===== config.mk =====
export PLATFORM = sky130hd
export DESIGN_NAME = video_capture_sink
export DESIGN_NICKNAME = d
export VERILOG_FILES = /design/src/rtl/video_capture_sink.sv
export SDC_FILE = /design/constraint.sdc
export NUM_CORES = 1
export LEC_CHECK = 0
export CORE_MARGIN = 5
export CORE_UTILIZATION = 50
export CTS_BUF_LIST = sky130_fd_sc_hd__clkbuf_8
export DETAILED_ROUTE_END_ITERATION = 7
export GPL_TIMING_DRIVEN = 1
export PLACE_DENSITY_LB_ADDON = 0.3
export SLEW_MARGIN = 20
export SYNTH_ARGS = -nofsm -noshare
export SYNTH_HDL_FRONTEND = slang
export SYNTH_SLANG_ARGS = --single-unit

===== constraint.sdc =====
create_clock -name scalerClock -period 4.4 [get_ports scalerClock]
set_input_delay 0.88 -clock scalerClock [delete_from_list [all_inputs] [get_ports scalerClock]]
set_output_delay 0.88 -clock scalerClock [all_outputs]
set_load 0.1 [all_outputs]

===== src/rtl/video_capture_sink.sv =====
// Frame-capture requester: issues {row, chunk} requests upstream, drains the
// returned pixels through a two-entry skid buffer and writes them to a linear
// framebuffer through a ready/valid memory write port.
module video_capture_sink #(
  parameter int CHUNK_BITS      = 5,
  parameter int HACTIVE_BITS    = 11,
  parameter int VACTIVE_BITS    = 11,
  parameter int BITS_PER_PIXEL  = 16,
  parameter int ADDR_BITS       = 22,
  parameter int MAX_OUTSTANDING = 2,
  localparam int CHUNKNUM_BITS  = HACTIVE_BITS - CHUNK_BITS,
  localparam int REQUEST_BITS   = VACTIVE_BITS + CHUNKNUM_BITS
) (
  input  logic                      scalerClock,
  input  logic                      reset,
  input  logic                      start,
  input  logic [VACTIVE_BITS-1:0]   frameRows,
  input  logic [CHUNKNUM_BITS-1:0]  frameChunks,
  input  logic [ADDR_BITS-1:0]      baseAddress,
  input  logic [ADDR_BITS-1:0]      lineStride,
  output logic                      requestFifoWriteEnable,
  input  logic                      requestFifoFull,
  output logic [REQUEST_BITS-1:0]   requestFifoWriteData,
  output logic                      responseFifoReadEnable,
  input  logic                      responseFifoEmpty,
  input  logic [BITS_PER_PIXEL-1:0] responseFifoReadData,
  output logic                      memWriteEnable,
  input  logic                      memReady,
  output logic [ADDR_BITS-1:0]      memAddress,
  output logic [BITS_PER_PIXEL-1:0] memWriteData,
  output logic                      busy,
  output logic                      frameDone
);

  localparam logic [2:0] MAX_OUT = 3'(MAX_OUTSTANDING);

  // EMPTY gives a zero-sized frame its single busy cycle before frameDone,
  // so DONE always means "frameDone is showing this cycle".
  typedef enum logic [1:0] {IDLE, RUN, EMPTY, DONE} state_t;
  state_t state;

  logic [VACTIVE_BITS-1:0]   last_row;
  logic [CHUNKNUM_BITS-1:0]  last_chunk;
  logic [ADDR_BITS-1:0]      cfg_stride;

  logic [VACTIVE_BITS-1:0]   req_row;
  logic [CHUNKNUM_BITS-1:0]  req_chunk;
  logic                      req_left;
  logic [2:0]                outstanding;

  logic [VACTIVE_BITS-1:0]   wr_row;
  logic [CHUNKNUM_BITS-1:0]  wr_chunk;
  logic [CHUNK_BITS-1:0]     wr_pix;
  logic [ADDR_BITS-1:0]      row_base;
  logic [ADDR_BITS-1:0]      mem_addr;

  logic [BITS_PER_PIXEL-1:0] skid [2];
  logic                      head;
  logic                      tail;
  logic [1:0]                fill;
  logic                      rd_pending;
  logic                      busy_q;
  logic                      done_q;

  logic                      req_fire;
  logic                      rd_fire;
  logic                      accept;
  logic                      chunk_end;
  logic                      row_end;
  logic                      frame_end;
  logic [1:0]                occ;

  // Handshake qualification for the request strobe, response reads and memory writes.
  always_comb begin
    accept    = (fill != 2'd0) && memReady;
    chunk_end = (wr_pix == '1);
    row_end   = chunk_end && (wr_chunk == last_chunk);
    frame_end = row_end && (wr_row == last_row);
    occ       = fill + {1'b0, rd_pending};
    req_fire  = (state == RUN) && req_left && !requestFifoFull && (outstanding < MAX_OUT);
    rd_fire   = (state == RUN) && !responseFifoEmpty &&
                ((occ < 2'd2) || ((occ == 2'd2) && accept));
  end

  assign requestFifoWriteEnable = req_fire;
  assign requestFifoWriteData   = {req_row, req_chunk};
  assign responseFifoReadEnable = rd_fire;
  assign memWriteEnable         = (fill != 2'd0);
  assign memAddress             = mem_addr;
  assign memWriteData           = skid[head];
  assign busy                   = busy_q;
  assign frameDone              = done_q;

  // Frame sequencing, request issue, outstanding tracking and write addressing.
  always_ff @(posedge scalerClock or negedge reset) begin
    if (!reset) begin
      state       <= IDLE;
      busy_q      <= 1'b0;
      done_q      <= 1'b0;
      last_row    <= '0;
      last_chunk  <= '0;
      cfg_stride  <= '0;
      req_row     <= '0;
      req_chunk   <= '0;
      req_left    <= 1'b0;
      outstanding <= '0;
      wr_row      <= '0;
      wr_chunk    <= '0;
      wr_pix      <= '0;
      row_base    <= '0;
      mem_addr    <= '0;
    end else begin
      case (state)
        IDLE: begin
          if (start) begin
            last_row    <= frameRows - VACTIVE_BITS'(1);
            last_chunk  <= frameChunks - CHUNKNUM_BITS'(1);
            cfg_stride  <= lineStride;
            row_base    <= baseAddress;
            mem_addr    <= baseAddress;
            req_row     <= '0;
            req_chunk   <= '0;
            req_left    <= 1'b1;
            outstanding <= '0;
            wr_row      <= '0;
            wr_chunk    <= '0;
            wr_pix      <= '0;
            busy_q      <= 1'b1;
            state       <= (frameRows == '0 || frameChunks == '0) ? EMPTY : RUN;
          end
        end
        RUN: begin
          if (req_fire) begin
            if (req_chunk == last_chunk) begin
              req_chunk <= '0;
              if (req_row == last_row) req_left <= 1'b0;
              else                     req_row  <= req_row + VACTIVE_BITS'(1);
            end else begin
              req_chunk <= req_chunk + CHUNKNUM_BITS'(1);
            end
          end
          case ({req_fire, accept && chunk_end})
            2'b10:   outstanding <= outstanding + 3'd1;
            2'b01:   outstanding <= outstanding - 3'd1;
            default: outstanding <= outstanding;
          endcase
          if (accept) begin
            wr_pix <= wr_pix + CHUNK_BITS'(1);
            if (row_end) begin
              wr_chunk <= '0;
              wr_row   <= wr_row + VACTIVE_BITS'(1);
              row_base <= row_base + cfg_stride;
              mem_addr <= row_base + cfg_stride;
            end else begin
              if (chunk_end) wr_chunk <= wr_chunk + CHUNKNUM_BITS'(1);
              mem_addr <= mem_addr + ADDR_BITS'(1);
            end
            if (frame_end) begin
              busy_q <= 1'b0;
              done_q <= 1'b1;
              state  <= DONE;
            end
          end
        end
        EMPTY: begin
          busy_q <= 1'b0;
          done_q <= 1'b1;
          state  <= DONE;
        end
        DONE: begin
          done_q <= 1'b0;
          state  <= IDLE;
        end
        default: state <= IDLE;
      endcase
    end
  end

  // Two-entry skid buffer between the response FIFO and the memory port.
  always_ff @(posedge scalerClock or negedge reset) begin
    if (!reset) begin
      for (int unsigned i = 0; i < 2; i++) skid[i] <= '0;
      head       <= 1'b0;
      tail       <= 1'b0;
      fill       <= '0;
      rd_pending <= 1'b0;
    end else begin
      rd_pending <= rd_fire;
      if (rd_pending) begin
        skid[tail] <= responseFifoReadData;
        tail       <= ~tail;
      end
      if (accept) head <= ~head;
      fill <= fill + {1'b0, rd_pending} - {1'b0, accept};
    end
  end

endmodule


==> results.sh, run 1 <==
export IMPL_mapped_cells=1004
export IMPL_design_die_area_um2=22200
export IMPL_drv_slew=0
export IMPL_cts_resized=0
export IMPL_grt_max_degree=104
export IMPL_tritoncts_num_buffers=17
export IMPL_gpl_final_weighted_congestion=0.916
export IMPL_drc_errors=0
export IMPL_dr_wl_met2_um=11400
export IMPL_synth_cell_area_um2=9640
export IMPL_setup_worst_path_end_class="output pin"
export IMPL_p_per_area_nw_per_um2=849
export IMPL_global_route_usage_total_pct=22.9
export IMPL_ys_top_cells_by_area="sky130_fd_sc_hd__dfrtp_1 43%, sky130_fd_sc_hd__mux2_2 8.5%, sky130_fd_sc_hd__xnor2_1 5.4%"
export IMPL_synth_async_reset_ratio_pct=100
export IMPL_antenna_found_initial=0
export IMPL_routed_via_density=5.85
export IMPL_clock_skew_ps=15.6
export IMPL_critical_path_fanouts_max=17
export IMPL_setup_total_negative_slack_ps=0
export IMPL_fin_nets=1257
export IMPL_grt_ovfl_total=0
export IMPL_max_stage_delay_ps=1130
export IMPL_run_status="finished, final reports clean"
export IMPL_timing_critical_path_cells="mux2_2, clkdlybuf4s50_1"
export IMPL_synth_lib_cells_used_distinct=68
export IMPL_stdcell_area_um2=11800
export IMPL_vdd_drop_max_uv=670
export IMPL_yosys_warnings=0
export IMPL_number_of_flops_mapped_to_enable_cells_by_yosys=0
export IMPL_highest_signal_layer="met4"
export IMPL_timing_critical_path_required_ps=3520
export IMPL_max_cap_viol_count=0
export IMPL_element_type_at_the_critical_path_start="flop"
export IMPL_first_global_vias=7903
export IMPL_cts_tree="yes"
export IMPL_synthFlopType="sky130_fd_sc_hd__dfrtp_1"
export IMPL_initial_core_util_pct=51.2
export IMPL_final_min_clock_period_ps=3600
export IMPL_cts_path_max_buffers=2
export IMPL_synthesis_nets=1126
export IMPL_finalSetupViolations=0
export IMPL_synthesis_area_per_instance_um2=9.61
export IMPL_compound_gate_portion_of_the_synthesized_area_pct=15.7
export IMPL_synth_area_mux_share_pct=8.94
export IMPL_commonest_cells_in_the_synthesized_netlist="167 x sky130_fd_sc_hd__dfrtp_1, 101 x sky130_fd_sc_hd__nand2_1, 73 x sky130_fd_sc_hd__mux2_2, 73 x sky130_fd_sc_hd__nor2_1, 66 x sky130_fd_sc_hd__o21ai_0"
export IMPL_tightest_slew_ps=1040
export IMPL_num_clock_sinks=167
export IMPL_synth_top_cell_by_area="sky130_fd_sc_hd__dfrtp_1"
export IMPL_route_met3_wl_um=1860
export IMPL_met1Wirelength_um=11700
export IMPL_post_synth_and_or_nand_nor_area_fraction_pct=15.7
export IMPL_power_leakage_nw=4.81
export IMPL_critPathSlowestCell="sky130_fd_sc_hd__clkdlybuf4s50_1"
export IMPL_maxClockFrequency_ghz=0.278
export IMPL_cts_max_level=4
export IMPL_post_synth_fa_ha_maj_area_fraction_pct=5.22
export IMPL_hold_buffers=0
export IMPL_fill_cells=1590
export IMPL_postSynthRegisterBits=167
export IMPL_clkTransAtPathRegs_ps=90
export IMPL_timing_hold_worst_class="primary input to asynchronous set/reset pin"
export IMPL_synth_to_layout_area_growth_pct=21.9
export IMPL_cell_area_after_placement_um2=11400
export IMPL_worstSetupPathType="flop to output pin"
export IMPL_port_buffers=142
export IMPL_power_total_mw=9.98
export IMPL_ioPinCount=143
export IMPL_worst_r2r_path_depth=7
export IMPL_number_of_cell_rows=50
export IMPL_final_hold_violation_count=0
export IMPL_post_synth_xor_area_fraction_pct=8.26
export IMPL_worst_hold_slack_ps=339
export IMPL_cts_root_buffer="sky130_fd_sc_hd__clkbuf_8"
export IMPL_num_vias=8238
export IMPL_drive_gt1_share_pct=12.3
export IMPL_unrepaired_setup_endpoints_after_global_routing="no"
export IMPL_worst_ep_arrival_time_ps=2720
export IMPL_antenna_cells=0
export IMPL_drtPass1Iterations=7
export IMPL_synth_top_area_share_pct=43.3
export IMPL_wirelength_routed_um=25500
export IMPL_synth_top_family_by_area="compound AO/OA/AOI/OAI gates"
export IMPL_detail_route_iter0_violations=675
export IMPL_first_pass_grt_wire_length_um=41100
export IMPL_insertion_delay_ps=460
export IMPL_relSlewSlack_pct=30.8
export IMPL_post_detail_place_hpwl_um=18800
export IMPL_final_period_utilization_pct=81.8
export IMPL_final_antenna_net_count=0
export IMPL_die_w_um=149
export IMPL_synth_most_common_cell="sky130_fd_sc_hd__dfrtp_1"
export IMPL_seq_area_frac_synth_pct=43.3
export IMPL_detail_route_wl_per_cell_um=18.1
export IMPL_postCtsSetupRepairBufs=0
export IMPL_die_h_um=149
export IMPL_design_core_area_um2=18800
final cells by class:
type	count	area, µm²	area share (%)
flip-flops and latches	167	4180	35.6
clock buffers	18	248	2.11
well taps	260	325	2.77
clock inverters	14	101	0.862
inverters	27	101	0.862
repair buffers	157	1580	13.4
multi-input cells	765	5220	44.4
state kept, by name, summed over array words and instances, names as in the netlist, 5 cells and up:
signal and flops:
row_base 22, wr_pix 5, skid 32, cfg_stride 22
req_row 11, wr_chunk 6, wr_row 11, last_chunk 6
memAddress 22, req_chunk 6, last_row 11
metal layers:
metal  global-route usage (%)  up-vias
met5                        0        -
met4                     6.27        0
li1                         -     3901
met3                     4.68       45
met2                     35.3      298
met1                     33.0     3994
cell usage in the layout, fill, tap and decap left out, types with 29 or more instances in the layout:
master / count
sky130_fd_sc_hd__nand4_1: 29
sky130_fd_sc_hd__mux2_2: 73
sky130_fd_sc_hd__xnor2_1: 59
sky130_fd_sc_hd__clkdlybuf4s50_1: 139
sky130_fd_sc_hd__nand2_1: 100
sky130_fd_sc_hd__o21ai_0: 66
sky130_fd_sc_hd__dfrtp_1: 167
sky130_fd_sc_hd__nor2_1: 72
sky130_fd_sc_hd__nand3_1: 43
sky130_fd_sc_hd__a21oi_1: 59
sky130_fd_sc_hd__ha_1: 36
sky130_fd_sc_hd__xor2_1: 32
worst max-delay path: cells and delay by family, from the launching register on:
kind | cells | cell delay [ps]
flip-flops | 1 | 830
multiplexers | 1 | 290
buffers and inverters | 1 | 1130
path summary, 6_finish.rpt:
path | startpoint | endpoint | slack [ps]
setup / recovery | head | memWriteData[8] | 800
hold / removal | reset | cfg_stride[2] | 340
setup reg to reg | state[1] | memAddress[10] | 1070
hold reg to reg | wr_pix[4] | wr_pix[4] | 490
max in group asynchronous | reset | last_chunk[4] | 3330
min in group scalerClock | wr_pix[4] | wr_pix[4] | 490
power by group:
group / internal, mW / switching (mW) / leakage [nW] / total (mW)
clock network: 0.408 / 0.588 / 0.173 / 0.996
registers: 2.14 / 0.586 / 2.07 / 2.73
logic: 2.11 / 4.15 / 2.57 / 6.26
per-stage QoR:
step           std cells  worst slack [ps]  utilization [%]
3_3_place_gp        1375               789             60.4
2_1_floorplan       1004               860                -
3_5_place_dp        1375               725             60.4
4_1_cts             1407               749             62.3
6_report            1408               799             62.4
5_1_grt             1408               684             62.4
logic make-up after synthesis:
| logic type | after synthesis |
|---|---|
| xor+xnor | 91 |
| compound gates | 240 |
| simple gates | 318 |
| fa+ha+maj | 39 |
| mux | 77 |
| flops | 167 |
| buf+inv | 72 |
No activity file was read; power rests on OpenSTA's default activity.
==> run 2: changes to the inputs <==
Clock period 4.4 ns to 3.5 ns, I/O delays scaled along.
==> results.sh, run 2 (synthesis gave the netlist of run 1 again) <==
export IMPL_grt_max_degree=92
export IMPL_clock_skew_ps=12.1
export IMPL_final_cell_mix="167 x sky130_fd_sc_hd__dfrtp_1, 100 x sky130_fd_sc_hd__nand2_1, 85 x sky130_fd_sc_hd__clkdlybuf4s50_1"
export IMPL_initial_core_util_pct=51.2
export IMPL_post_detail_place_hpwl_um=18900
export IMPL_worstSetupPathType="flop to output pin"
export IMPL_cts_path_max_buffers=2
export IMPL_clkTransAtPathRegs_ps=90
export IMPL_timing_critical_path_buf_inv=2
export IMPL_run_status="finished, final reports clean"
export IMPL_ioPinCount=143
export IMPL_cts_root_buffer="sky130_fd_sc_hd__clkbuf_8"
export IMPL_cts_resized=0
export IMPL_detail_route_wl_per_cell_um=18.0
export IMPL_first_global_vias=7882
export IMPL_tritoncts_num_buffers=17
export IMPL_worst_hold_slack_ps=296
export IMPL_relSlewSlack_pct=32.7
export IMPL_power_leakage_nw=4.93
export IMPL_design_die_area_um2=22200
export IMPL_wirelength_routed_um=25500
export IMPL_setup_worst_path_end_class="output pin"
export IMPL_max_stage_delay_ps=690
export IMPL_final_period_utilization_pct=86.6
export IMPL_timing_critical_path_required_ps=2800
export IMPL_global_route_usage_total_pct=23.0
export IMPL_num_clock_sinks=167
export IMPL_timing_hold_worst_class="primary input to asynchronous set/reset pin"
export IMPL_finalSetupViolations=0
export IMPL_cts_max_level=4
export IMPL_gate_family_responsible_for_the_most_delay_along_the_worst_path="compound AO/OA/AOI/OAI gates"
export IMPL_critPathSlowestCell="sky130_fd_sc_hd__o21ai_0"
export IMPL_hold_buffers=0
export IMPL_cts_tree="yes"
export IMPL_final_min_clock_period_ps=3030
export IMPL_die_w_um=149
export IMPL_grt_ovfl_total=0
export IMPL_fill_cells=1581
export IMPL_critical_path_fanouts_max=4
export IMPL_number_of_cell_rows=50
export IMPL_synth_to_layout_area_growth_pct=21.2
export IMPL_fin_nets=1267
export IMPL_port_buffers=142
export IMPL_antenna_found_initial=0
export IMPL_antenna_cells=0
export IMPL_first_pass_grt_wire_length_um=41300
export IMPL_element_type_at_the_critical_path_start="flop"
export IMPL_multi_input_area_um2=5210
export IMPL_drc_errors=0
export IMPL_num_vias=8238
export IMPL_regMostFlops="skid"
export IMPL_drtPass1Iterations=6
export IMPL_largest_register_ffs=32
export IMPL_most_common_library_cell_in_the_layout_ignoring_fill_and_taps="sky130_fd_sc_hd__dfrtp_1"
export IMPL_final_hold_violation_count=0
export IMPL_gpl_final_weighted_congestion=0.959
export IMPL_maxClockFrequency_ghz=0.330
export IMPL_max_cap_viol_count=0
export IMPL_vdd_drop_max_uv=681
export IMPL_postCtsSetupRepairBufs=0
export IMPL_timing_critical_path_cells="o21ai_0, inv_1, a21oi_1, nor3_2, buf_12"
export IMPL_setup_total_negative_slack_ps=0
export IMPL_routed_via_density=5.81
export IMPL_drv_slew=0
export IMPL_drive_gt1_share_pct=17.7
export IMPL_p_per_area_nw_per_um2=1080
export IMPL_worst_ep_arrival_time_ps=2330
export IMPL_final_antenna_net_count=0
export IMPL_unrepaired_setup_endpoints_after_global_routing="no"
export IMPL_detail_route_iter0_violations=695
export IMPL_die_h_um=149
export IMPL_design_core_area_um2=18800
export IMPL_insertion_delay_ps=470
export IMPL_seq_area_um2=4180
export IMPL_tightest_slew_ps=1010
-- run 2: stage by stage --
stage	setup WS, ps	instance area [µm²]	std cells	total power, mW	utilization, %
floorplan	140	9650	1004	9.25	-
global placement	234	11300	1386	11.1	60.1
detailed placement	207	11300	1386	11.2	60.1
CTS	471	11700	1418	12.5	62.1
global route	327	11700	1418	13.4	62.1
finish	469	11700	1418	12.6	62.1
-- run 2: where the power goes --
| group | internal, mW | switching, mW |
|---|---|---|
| sequential | 2.69 | 0.732 |
| combinational | 2.62 | 5.21 |
| clock | 0.562 | 0.753 |
| total | 5.87 | 6.70 |
-- run 2: worst reg2reg max path, delay by kind of cell (launching register included) --
family	cells	cell delay (ps)
flops	1	400
simple gates	3	570
fa+ha+maj	2	650
buf+inv	1	160
compound gates	3	640
mux	1	390
-- run 2: worst paths after layout --
path                             start                     end  slack, ps  cells after the start
setup / recovery               fill[1]  responseFifoReadEnable        470                      5
hold / removal                   reset           cfg_stride[1]        300                      1
setup reg to reg           row_base[0]            row_base[20]        640                     10
hold reg to reg              wr_pix[4]               wr_pix[4]        480                      2
max in group asynchronous        reset             wr_chunk[5]       2290                      2
min in group scalerClock     wr_pix[4]               wr_pix[4]        480                      2
-- run 2: layout make-up --
type                            instances  area share, %
Clock buffer                           17           2.00
Timing Repair Buffer                  167           12.9
Multi-Input combinational cell        765           44.6
Inverter                               27          0.867
Sequential cell                       167           35.8
Tap cell                              260           2.78
Clock inverter                         15           1.08
-- run 2: per-layer routing --
layer  vias to the layer above  GRT usage (%)  routed length, µm
li1                       3931              -                  -
met1                      3954           33.2              11600
met2                       314           35.9              11700
met3                        39           4.16               1830
met4                         0           6.50                436
met5                         -              0                  0
==> run 3: changes to the inputs <==
Settings changed: CELL_PAD_IN_SITES_DETAIL_PLACEMENT set to 1, CELL_PAD_IN_SITES_GLOBAL_PLACEMENT set to 2, CORE_UTILIZATION 50 to 35.
==> results.sh, run 3 (synthesis gave the netlist of run 1 again) <==
export IMPL_multi_input_area_um2=5210
export IMPL_power_leakage_nw=4.97
export IMPL_detail_route_iter0_violations=495
export IMPL_detail_route_wl_per_cell_um=19.9
export IMPL_grt_ovfl_total=0
export IMPL_initial_core_util_pct=35.7
export IMPL_final_cell_mix="167 x sky130_fd_sc_hd__dfrtp_1, 100 x sky130_fd_sc_hd__nand2_1, 84 x sky130_fd_sc_hd__clkdlybuf4s50_1"
export IMPL_die_h_um=176
export IMPL_route_met3_wl_um=1290
export IMPL_finalSetupViolations=0
export IMPL_vdd_drop_max_uv=420
export IMPL_synth_to_layout_area_growth_pct=23.0
export IMPL_fin_nets=1269
export IMPL_final_antenna_net_count=0
export IMPL_cts_path_max_buffers=2
export IMPL_regMostFlops="skid"
export IMPL_drtPass1Iterations=5
export IMPL_met1Wirelength_um=14600
export IMPL_p_per_area_nw_per_um2=1090
export IMPL_dr_wl_met2_um=13600
export IMPL_relSlewSlack_pct=33.9
export IMPL_utilization_pct=43.9
export IMPL_maxClockFrequency_ghz=0.320
export IMPL_cts_max_level=4
export IMPL_final_cells=1501
export IMPL_postCtsSetupRepairBufs=0
export IMPL_element_type_at_the_critical_path_start="flop"
export IMPL_critical_path_fanouts_max=4
export IMPL_max_cap_viol_count=0
export IMPL_setup_total_negative_slack_ps=0
export IMPL_worst_hold_slack_ps=137
export IMPL_place_worst_setup_slack_ps=330
export IMPL_insertion_delay_ps=480
export IMPL_hold_buffers=0
export IMPL_grt_max_degree=168
export IMPL_number_of_cell_rows=60
export IMPL_unrepaired_setup_endpoints_after_global_routing="no"
export IMPL_run_status="finished, final reports clean"
export IMPL_design_die_area_um2=31000
export IMPL_cts_root_buffer="sky130_fd_sc_hd__clkbuf_8"
export IMPL_first_global_vias=8386
export IMPL_antenna_found_initial=1
export IMPL_setup_worst_path_end_class="output pin"
export IMPL_die_w_um=176
export IMPL_antenna_cells=0
export IMPL_drive_gt1_share_pct=17.9
export IMPL_tritoncts_num_buffers=17
export IMPL_ioPinCount=143
export IMPL_cell_count_after_placement=1468
export IMPL_gpl_final_weighted_congestion=0.869
export IMPL_cts_resized=0
export IMPL_drc_errors=0
export IMPL_worstSetupPathType="flop to output pin"
export IMPL_fill_cells=3075
export IMPL_port_buffers=142
export IMPL_timing_critical_path_required_ps=2800
export IMPL_largest_register_ffs=32
export IMPL_clock_skew_ps=19.4
export IMPL_worst_r2r_path_depth=10
export IMPL_final_hold_violation_count=0
export IMPL_rrSetupSlack_ps=570
export IMPL_worst_ep_arrival_time_ps=2420
export IMPL_timing_hold_worst_class="primary input to asynchronous set/reset pin"
export IMPL_final_min_clock_period_ps=3120
export IMPL_final_period_utilization_pct=89.2
export IMPL_highest_signal_layer="met5"
export IMPL_global_route_usage_total_pct=19.4
export IMPL_worst_slack_ps=378
export IMPL_first_pass_grt_wire_length_um=48100
export IMPL_clkTransAtPathRegs_ps=100
export IMPL_drv_slew=0
export IMPL_tightest_slew_ps=989
export IMPL_num_clock_sinks=167
export IMPL_wirelength_routed_um=29900
export IMPL_cts_tree="yes"
export IMPL_post_detail_place_hpwl_um=21800
export IMPL_seq_area_um2=4180
export IMPL_routed_via_density=5.44
export IMPL_design_core_area_um2=27000
export IMPL_most_common_library_cell_in_the_layout_ignoring_fill_and_taps="sky130_fd_sc_hd__dfrtp_1"
export IMPL_num_vias=8170
-- run 3: cell count changes in the layout (fill, tap and decap cells not counted) --
cell                              previous run  this run
sky130_fd_sc_hd__clkinv_2                    6         0
sky130_fd_sc_hd__inv_8                       0         5
sky130_fd_sc_hd__clkinv_4                    1         5
sky130_fd_sc_hd__clkinv_8                    0         2
sky130_fd_sc_hd__clkinvlp_4                  3         1
sky130_fd_sc_hd__inv_6                       4         2
sky130_fd_sc_hd__buf_12                      3         4
sky130_fd_sc_hd__buf_16                      0         1
sky130_fd_sc_hd__buf_4                      78        79
sky130_fd_sc_hd__bufinv_16                   1         0
sky130_fd_sc_hd__clkdlybuf4s50_1            85        84
-- run 3: routing by layer --
layer / track usage (%) / vias up
li1: - / 3925
met5: 0 / -
met3: 3.49 / 33
met4: 4.19 / 2
met2: 30.9 / 180
met1: 27.8 / 4030
-- run 3: final timing paths --
kind | startpoint | endpoint
max reg2reg | state[0] | memAddress[15]
min in group scalerClock | wr_pix[4] | wr_pix[4]
max in group asynchronous | reset | skid[0]
min | reset | cfg_stride[10]
min reg2reg | wr_pix[4] | wr_pix[4]
max | fill[1] | responseFifoReadEnable
-- run 3: area by class of cell --
cell class,instances,share of cell area (%)
clock buffer,17,1.97
clock inverter,15,1.33
inverter,27,0.854
multi-input combinational,765,43.9
sequential,167,35.2
tap,341,3.60
timing repair buffer,169,13.1
-- run 3: per-stage QoR --
| stage | area, µm² | total power [mW] |
|---|---|---|
| finish | 11900 | 12.9 |
| global route | 11900 | 13.8 |
| CTS | 11800 | 13.0 |
| detailed placement | 11400 | 11.5 |
| global placement | 11400 | 11.4 |
| floorplan | 9650 | 9.25 |
-- run 3: worst max-delay path, stage by stage (launching register included) --
cell,delay (ps)
sky130_fd_sc_hd__dfrtp_1,410
sky130_fd_sc_hd__o21ai_0,690
sky130_fd_sc_hd__inv_1,300
sky130_fd_sc_hd__a21oi_1,290
sky130_fd_sc_hd__nor3_2,90
sky130_fd_sc_hd__buf_12,170
-- run 3: power by group --
part	internal (mW)	leakage, nW	total [mW]	switching, mW
combinational	2.63	2.70	8.04	5.41
sequential	2.69	2.07	3.44	0.750
clock	0.536	0.196	1.43	0.890
